File: src/rtl/fog_step_readout_if.sv
// Bus between the FOG step reader and its neighbours: step input, CPU pop handshake, status.
// o_tstamp exists only when FOG_READOUT_TSTAMP_EN is defined.
interface fog_step_readout_if #(
  parameter int unsigned DATA_W = 32,
  parameter int unsigned CNT_W  = 5
);
  logic              i_en;
  logic              i_trig;
  logic [DATA_W-1:0] i_data;
  logic [3:0]        i_dec_sel;
  logic              i_rd_en;
  logic              i_clr_ovf;
  logic [DATA_W-1:0] o_data;
  logic              o_valid;
  logic [CNT_W-1:0]  o_count;
  logic              o_overflow;
  logic [15:0]       o_drop_cnt;
`ifdef FOG_READOUT_TSTAMP_EN
  logic [31:0]       o_tstamp;
`endif

  modport master (
`ifdef FOG_READOUT_TSTAMP_EN
    input  o_tstamp,
`endif
    output i_en, i_trig, i_data, i_dec_sel, i_rd_en, i_clr_ovf,
    input  o_data, o_valid, o_count, o_overflow, o_drop_cnt
  );

  modport slave (
`ifdef FOG_READOUT_TSTAMP_EN
    output o_tstamp,
`endif
    input  i_en, i_trig, i_data, i_dec_sel, i_rd_en, i_clr_ovf,
    output o_data, o_valid, o_count, o_overflow, o_drop_cnt
  );
endinterface

File: src/rtl/fog_step_readout.sv
// FOG feedback-step reader: averages 2^sel step samples and queues results in a FWFT FIFO.
// Optional FOG_READOUT_TSTAMP_EN stores an EMIT-cycle timestamp with each FIFO entry.
module fog_step_readout #(
  parameter int unsigned DATA_W     = 32,
  parameter int unsigned MAX_SEL    = 10,
  parameter int unsigned FIFO_DEPTH = 16,
  parameter int unsigned CNT_W      = 5
) (
  input logic               i_clk,
  input logic               i_rst,
  fog_step_readout_if.slave bus
);

  localparam int unsigned AccW  = DATA_W + MAX_SEL;
  localparam int unsigned WcntW = MAX_SEL + 1;
  localparam int unsigned PtrW  = $clog2(FIFO_DEPTH);

  typedef enum logic [1:0] {StIdle, StAccum, StEmit} state_e;

  state_e                 state_q, state_d;
  logic signed [AccW-1:0] acc_q, acc_d;
  logic [WcntW-1:0]       cnt_q, cnt_d;
  logic [3:0]             sel_q, sel_d;
  logic [DATA_W-1:0]      avg_q, avg_d;

  logic [3:0]             sel_in;
  logic [3:0]             sel_eff;
  logic signed [AccW-1:0] acc_base;
  logic signed [AccW-1:0] acc_sum;
  logic signed [AccW-1:0] rnd_inc;
  logic signed [AccW-1:0] rnd_sum;
  logic signed [AccW-1:0] shifted;
  logic [WcntW-1:0]       cnt_base;
  logic [WcntW-1:0]       cnt_sum;
  logic                   win_done;

  always_comb begin
    sel_in = (bus.i_dec_sel > 4'(MAX_SEL)) ? 4'(MAX_SEL) : bus.i_dec_sel;
  end

  // In EMIT the window restarts from zero with a freshly latched exponent, so a trigger
  // landing in EMIT is folded in as the first sample of the new window.
  always_comb begin
    if (state_q == StEmit) begin
      acc_base = '0;
      cnt_base = '0;
      sel_eff  = sel_in;
    end else begin
      acc_base = acc_q;
      cnt_base = cnt_q;
      sel_eff  = sel_q;
    end
    acc_sum  = acc_base + {{MAX_SEL{bus.i_data[DATA_W-1]}}, bus.i_data};
    cnt_sum  = cnt_base + WcntW'(1);
    win_done = (cnt_sum == (WcntW'(1) << sel_eff));
    rnd_inc  = (sel_eff == 4'd0) ? '0 : (AccW'(1) << (sel_eff - 4'd1));
    rnd_sum  = acc_sum + rnd_inc;
    shifted  = rnd_sum >>> sel_eff;
  end

  always_comb begin
    state_d = state_q;
    acc_d   = acc_q;
    cnt_d   = cnt_q;
    sel_d   = sel_q;
    avg_d   = avg_q;
    unique case (state_q)
      StIdle: begin
        acc_d = '0;
        cnt_d = '0;
        if (bus.i_en) begin
          state_d = StAccum;
          sel_d   = sel_in;
        end
      end
      StAccum, StEmit: begin
        if (state_q == StEmit) begin
          sel_d = sel_in;
        end
        if (!bus.i_en) begin
          state_d = StIdle;
          acc_d   = '0;
          cnt_d   = '0;
        end else if (bus.i_trig && win_done) begin
          state_d = StEmit;
          avg_d   = shifted[DATA_W-1:0];
          acc_d   = '0;
          cnt_d   = '0;
        end else begin
          state_d = StAccum;
          acc_d   = bus.i_trig ? acc_sum : acc_base;
          cnt_d   = bus.i_trig ? cnt_sum : cnt_base;
        end
      end
      default: begin
        state_d = StIdle;
      end
    endcase
  end

  always_ff @(posedge i_clk or posedge i_rst) begin
    if (i_rst) begin
      state_q <= StIdle;
      acc_q   <= '0;
      cnt_q   <= '0;
      sel_q   <= '0;
      avg_q   <= '0;
    end else begin
      state_q <= state_d;
      acc_q   <= acc_d;
      cnt_q   <= cnt_d;
      sel_q   <= sel_d;
      avg_q   <= avg_d;
    end
  end

  // FIFO
  logic [DATA_W-1:0] mem_q [FIFO_DEPTH];
  logic [PtrW-1:0]   wr_ptr_q, rd_ptr_q;
  logic [CNT_W-1:0]  count_q, count_d;
  logic              ovf_q, ovf_d;
  logic [15:0]       drop_cnt_q, drop_cnt_d;
  logic              wr_req, full, empty, pop, wr_ok, drop;

  always_comb begin
    wr_req = (state_q == StEmit);
    full   = (count_q == CNT_W'(FIFO_DEPTH));
    empty  = (count_q == '0);
    pop    = bus.i_rd_en && !empty;
    wr_ok  = wr_req && (!full || pop);
    drop   = wr_req && full && !pop;

    count_d = count_q;
    if (wr_ok && !pop) begin
      count_d = count_q + CNT_W'(1);
    end else if (pop && !wr_ok) begin
      count_d = count_q - CNT_W'(1);
    end

    ovf_d      = ovf_q;
    drop_cnt_d = drop_cnt_q;
    // A clear on the same edge as a drop wins outright.
    if (bus.i_clr_ovf) begin
      ovf_d      = 1'b0;
      drop_cnt_d = '0;
    end else if (drop) begin
      ovf_d = 1'b1;
      if (drop_cnt_q != 16'hFFFF) begin
        drop_cnt_d = drop_cnt_q + 16'd1;
      end
    end
  end

  always_ff @(posedge i_clk or posedge i_rst) begin
    if (i_rst) begin
      wr_ptr_q   <= '0;
      rd_ptr_q   <= '0;
      count_q    <= '0;
      ovf_q      <= 1'b0;
      drop_cnt_q <= '0;
    end else begin
      if (wr_ok) begin
        wr_ptr_q <= wr_ptr_q + PtrW'(1);
      end
      if (pop) begin
        rd_ptr_q <= rd_ptr_q + PtrW'(1);
      end
      count_q    <= count_d;
      ovf_q      <= ovf_d;
      drop_cnt_q <= drop_cnt_d;
    end
  end

  always_ff @(posedge i_clk) begin
    if (wr_ok) begin
      mem_q[wr_ptr_q] <= avg_q;
    end
  end

  // Storage is not reset, so the head is masked until an entry is present.
  always_comb begin
    bus.o_valid    = !empty;
    bus.o_data     = empty ? '0 : mem_q[rd_ptr_q];
    bus.o_count    = count_q;
    bus.o_overflow = ovf_q;
    bus.o_drop_cnt = drop_cnt_q;
  end

`ifdef FOG_READOUT_TSTAMP_EN
  logic [31:0] ts_q;
  logic [31:0] ts_mem_q [FIFO_DEPTH];

  always_ff @(posedge i_clk or posedge i_rst) begin
    if (i_rst) begin
      ts_q <= '0;
    end else begin
      ts_q <= ts_q + 32'd1;
    end
  end

  always_ff @(posedge i_clk) begin
    if (wr_ok) begin
      ts_mem_q[wr_ptr_q] <= ts_q;
    end
  end

  always_comb begin
    bus.o_tstamp = empty ? '0 : ts_mem_q[rd_ptr_q];
  end
`endif

endmodule

File: src/flat_wrapper.sv
// flat-port wrapper written by rule: the top's interface ports become plain ports
module fog_step_readout_flat 
#(
  parameter int unsigned DATA_W     = 32,
  parameter int unsigned MAX_SEL    = 10,
  parameter int unsigned FIFO_DEPTH = 16,
  parameter int unsigned CNT_W      = 5
)
  (i_clk, i_rst, bus_i_en, bus_i_trig, bus_i_data, bus_i_dec_sel, bus_i_rd_en, bus_i_clr_ovf, bus_o_data, bus_o_valid, bus_o_count, bus_o_overflow, bus_o_drop_cnt);
  fog_step_readout_if #(.DATA_W(DATA_W), .CNT_W(CNT_W)) bus_i ();
  input logic i_clk;
  input logic i_rst;
  input wire logic [$bits(bus_i.i_en)-1:0] bus_i_en;
  input wire logic [$bits(bus_i.i_trig)-1:0] bus_i_trig;
  input wire logic [$bits(bus_i.i_data)-1:0] bus_i_data;
  input wire logic [$bits(bus_i.i_dec_sel)-1:0] bus_i_dec_sel;
  input wire logic [$bits(bus_i.i_rd_en)-1:0] bus_i_rd_en;
  input wire logic [$bits(bus_i.i_clr_ovf)-1:0] bus_i_clr_ovf;
  output wire logic [$bits(bus_i.o_data)-1:0] bus_o_data;
  output wire logic [$bits(bus_i.o_valid)-1:0] bus_o_valid;
  output wire logic [$bits(bus_i.o_count)-1:0] bus_o_count;
  output wire logic [$bits(bus_i.o_overflow)-1:0] bus_o_overflow;
  output wire logic [$bits(bus_i.o_drop_cnt)-1:0] bus_o_drop_cnt;
  assign bus_i.i_en = bus_i_en;
  assign bus_i.i_trig = bus_i_trig;
  assign bus_i.i_data = bus_i_data;
  assign bus_i.i_dec_sel = bus_i_dec_sel;
  assign bus_i.i_rd_en = bus_i_rd_en;
  assign bus_i.i_clr_ovf = bus_i_clr_ovf;
  assign bus_o_data = bus_i.o_data;
  assign bus_o_valid = bus_i.o_valid;
  assign bus_o_count = bus_i.o_count;
  assign bus_o_overflow = bus_i.o_overflow;
  assign bus_o_drop_cnt = bus_i.o_drop_cnt;
  fog_step_readout #(.DATA_W(DATA_W), .MAX_SEL(MAX_SEL), .FIFO_DEPTH(FIFO_DEPTH), .CNT_W(CNT_W)) u_core (.i_clk(i_clk), .i_rst(i_rst), .bus(bus_i));
endmodule
File: config.mk
export PLATFORM = sky130hd
export DESIGN_NAME = fog_step_readout_flat
export DESIGN_NICKNAME = d
export VERILOG_FILES = /design/src/rtl/fog_step_readout_if.sv /design/src/rtl/fog_step_readout.sv /design/src/flat_wrapper.sv
export SDC_FILE = /design/constraint.sdc
export NUM_CORES = 1
export LEC_CHECK = 0
export CORE_MARGIN = 4
export CORE_UTILIZATION = 45
export CTS_BUF_LIST = sky130_fd_sc_hd__clkbuf_16
export DETAILED_ROUTE_END_ITERATION = 16
export PLACE_DENSITY = 0.69
export SKIP_LAST_GASP = 1
export SYNTH_ARGS = -nofsm -noshare
export SYNTH_HDL_FRONTEND = slang
export SYNTH_SLANG_ARGS = --single-unit
File: constraint.sdc
create_clock -name i_clk -period 9.3 [get_ports i_clk]
set_clock_uncertainty 0.15 [all_clocks]
set_input_delay 1.86 -clock i_clk [delete_from_list [all_inputs] [get_ports i_clk]]
set_output_delay 1.86 -clock i_clk [all_outputs]
set_load 0.05 [all_outputs]
==> metrics.txt <==
status finished, final reports clean; Slowest Stage Delay on Critical Path 0.67 ns; Clock Pin Slew Worst Setup and Hold Paths 0.06 ns; H-Tree Depth 3; crit-path cells clkdlybuf4s50_1 > ha_1 > inv_1 > fa_1 > nor2b_1 > or3_1 > and3_1 > or3_1 > o211ai_1 > xor2_1 > ha_1 > and3_1 > nand3_1 > o41ai_1 > a221oi_1 > nor4b_4 > nand2_2 > nor2_1 > and3_1 > nand4_1 > xor2_1 > a21oi_1 > or3_1 > a221oi_2; Netlist cell types 103; final setup vio count 0; CP bufs+invs 2; CP required 9.65 ns; Ports 97; Clock Path Buffers 3; vias in the first global route 20200; via/cell ratio 6.04; global route overflow 0; routability cong. 0.951; Worst Reg2Reg Path Length in Cells 25; CTS tree done; Worst Setup End Kind register; worst slew pin tran 1.09 ns; ant diodes 0; Synth warnings 0; top_reg_cell synth edfxtp_1; Starting Density 45.7%; TritonCTS Buffers 69; leak pwr 12.9 nW; clock root cell clkbuf_16; cell taking the most area after synthesis edfxtp_1; first-pass GRT wire length 120000 microns; number of synthesized flops with an enable pin 512; Syn-to-layout area delta 13.8%; RSZ-0062 raised after global routing false; commonest non-fill, non-tap cell in the layout edfxtp_1; PostCTS Resize Cnt 0; Async S/R FF share, synth 19.1%; Max IR drop VDD 0.000178 V; Mapped Avg Cell Area 13.9 sq um; max_cap viols 0; XOR/XNOR Fraction of Synth Area 2.67%; crit path launch type input pin; Total GRT Usage 20.7%; DRC violations left 0; Core Rows 96; endpoints failing hold 0; DIE AREA 74400 sq um; Simple-Gate Fraction of Synth Area 10.1%; Setup Buffers After CTS 0; Tcrit/Tclk final 88.9%; syn_nets 2382; most frequent cells in the layout edfxtp_1, mux4_2, nand2_1; Sink Count 633; post-synthesis cell area 31600 sq um; Pwr Density 308 nW/um^2; worst r2r src u_core.state_q[0]; Core ar. 69100 sq um; Seq cells post-synth 633; post-synth top area share 48.7%; Fmax 121 MHz; # hold bufs at CTS 0; headroom to the max-slew limit 26.7%; largest net degree at the start of global routing 81; share of cells above drive strength 1 16.4%; drt initial violations 1995; delay-heaviest family, CP simple AND/OR/NAND/NOR gates; Final Max Tran Viols 0; Die Ht 273 microns; post-route minimum period 8.27 ns; top post-synthesis cells by area edfxtp_1, mux4_2, dfrtp_1, ha_1, nand2_1; routed wire length 77400 microns; post-synthesis sequential area ratio 58.3%; worst-skew pair later-pin latency 0.60 ns; worst r2r dst u_core.avg_q[30]; Synth Area in Compound Gates 9.96%; Buffers on Ports 96; initial antenna violation count 0; post-synthesis cell count 2267; Pre-antenna DRT Iters 6; main combinational cell family by area after synthesis multiplexers; Worst Setup SP bus_i_data[0]; Stages on worst setup path 24; Core Util, Final 52.0%; Setup TNS 0 ns; Die W 273 microns; vias post-DR 20100; kind of critical path in2reg; Max stage delay cell, worst path o41ai_1; wire per inst 23.2 microns; mux contribution to synthesized area 14.0%; Crit path arrival time 8.62 ns; hold crit path type reg2reg; worst setup path endpoint u_core.avg_q[30]; antenna viol nets, final 0; dpl hpwl 47800 microns; Final #Nets 2462; Reg2Reg Setup Slack 1.83 ns; adder-cell share of the synthesized area 3.03%; crit path max fanout 8
kinds of logic after synthesis:
kind of cell | after synthesis
AOI/OAI and AO/OA | 461
xor gates and xnor gates | 94
adders and majority gates | 75
buffers and inverters | 161
DFF | 633
muxes | 236
and+or+nand+nor | 607
state kept, by name, summed over array words and instances (netlist names):
signal,count
u_core.acc_q,42
u_core.avg_q,32
u_core.bus.o_count,5
u_core.bus.o_drop_cnt,16
u_core.bus.o_overflow,1
u_core.cnt_q,11
u_core.mem_q,512
u_core.rd_ptr_q,4
u_core.sel_q,4
u_core.state_q,2
u_core.wr_ptr_q,4
report_power, final:
| part | switching [mW] | total [mW] | internal [mW] |
|---|---|---|---|
| combinational | 2.60 | 4.45 | 1.85 |
| clock | 1.14 | 2.78 | 1.64 |
| sequential | 0.361 | 3.81 | 3.45 |
| total | 4.10 | 11.0 | 6.94 |
Yosys cell counts (all sizes together) (38+ instances only):
library cell,n
a21o,38
a21oi,112
a22o,41
and2,64
clkbuf,94
dfrtp,121
edfxtp,512
ha,70
mux2i,54
mux4,160
nand2,158
nand3,47
nor2,110
nor2b,55
nor3,44
o21ai,105
xnor2,62
how the worst min path moves through the flow:
stage,cells after the start,start,slack (ns),to
3_5_place_dp,2,u_core.acc_q[33],0.32,u_core.acc_q[33]
2_1_floorplan,2,u_core.acc_q[17],0.29,u_core.acc_q[17]
3_3_place_gp,2,u_core.acc_q[1],0.31,u_core.acc_q[1]
5_1_grt,1,u_core.acc_q[5],0.35,u_core.acc_q[5]
6_report,2,u_core.acc_q[31],0.33,u_core.acc_q[31]
4_1_cts,2,u_core.acc_q[33],0.33,u_core.acc_q[33]
per-stage QoR:
stage / hold WS, ns / std cells / cell area, sq um / worst slack (ns) / total power, mW
floorplan: 0.292 / 2267 / 31600 / 2.05 / 7.03
global placement: 0.309 / 3207 / 33600 / 0.820 / 8.24
detailed placement: 0.319 / 3207 / 33600 / 0.535 / 8.33
CTS: 0.335 / 3333 / 35900 / 1.11 / 11.1
global route: 0.355 / 3333 / 35900 / 0.518 / 11.6
finish: 0.331 / 3333 / 35900 / 1.03 / 11.0
layer usage:
| layer | global-route usage [%] | up-vias | share of wire (%) |
|---|---|---|---|
| met3 | 2.99 | 131 | 5.9 |
| met4 | 5.32 | 0 | 2.3 |
| met2 | 35.2 | 738 | 50 |
| li1 | - | 9040 | - |
| met1 | 28.3 | 10200 | 42 |
| met5 | 0 | - | 0 |
cell type report:
class	instances	area, sq um
tap	931	1160
timing repair buffer	135	1270
multi-input combinational	1473	12600
clock inverter	56	579
fill	5713	33200
inverter	35	134
sequential	633	18400
clock buffer	70	1750
worst min-delay path, cell delays in order, from the launching register on:
cell and delay [ns]:
dfrtp_1 0.33, nand2_1 0.05, o21ai_0 0.06
No activity file was read; power rests on OpenSTA's default activity.
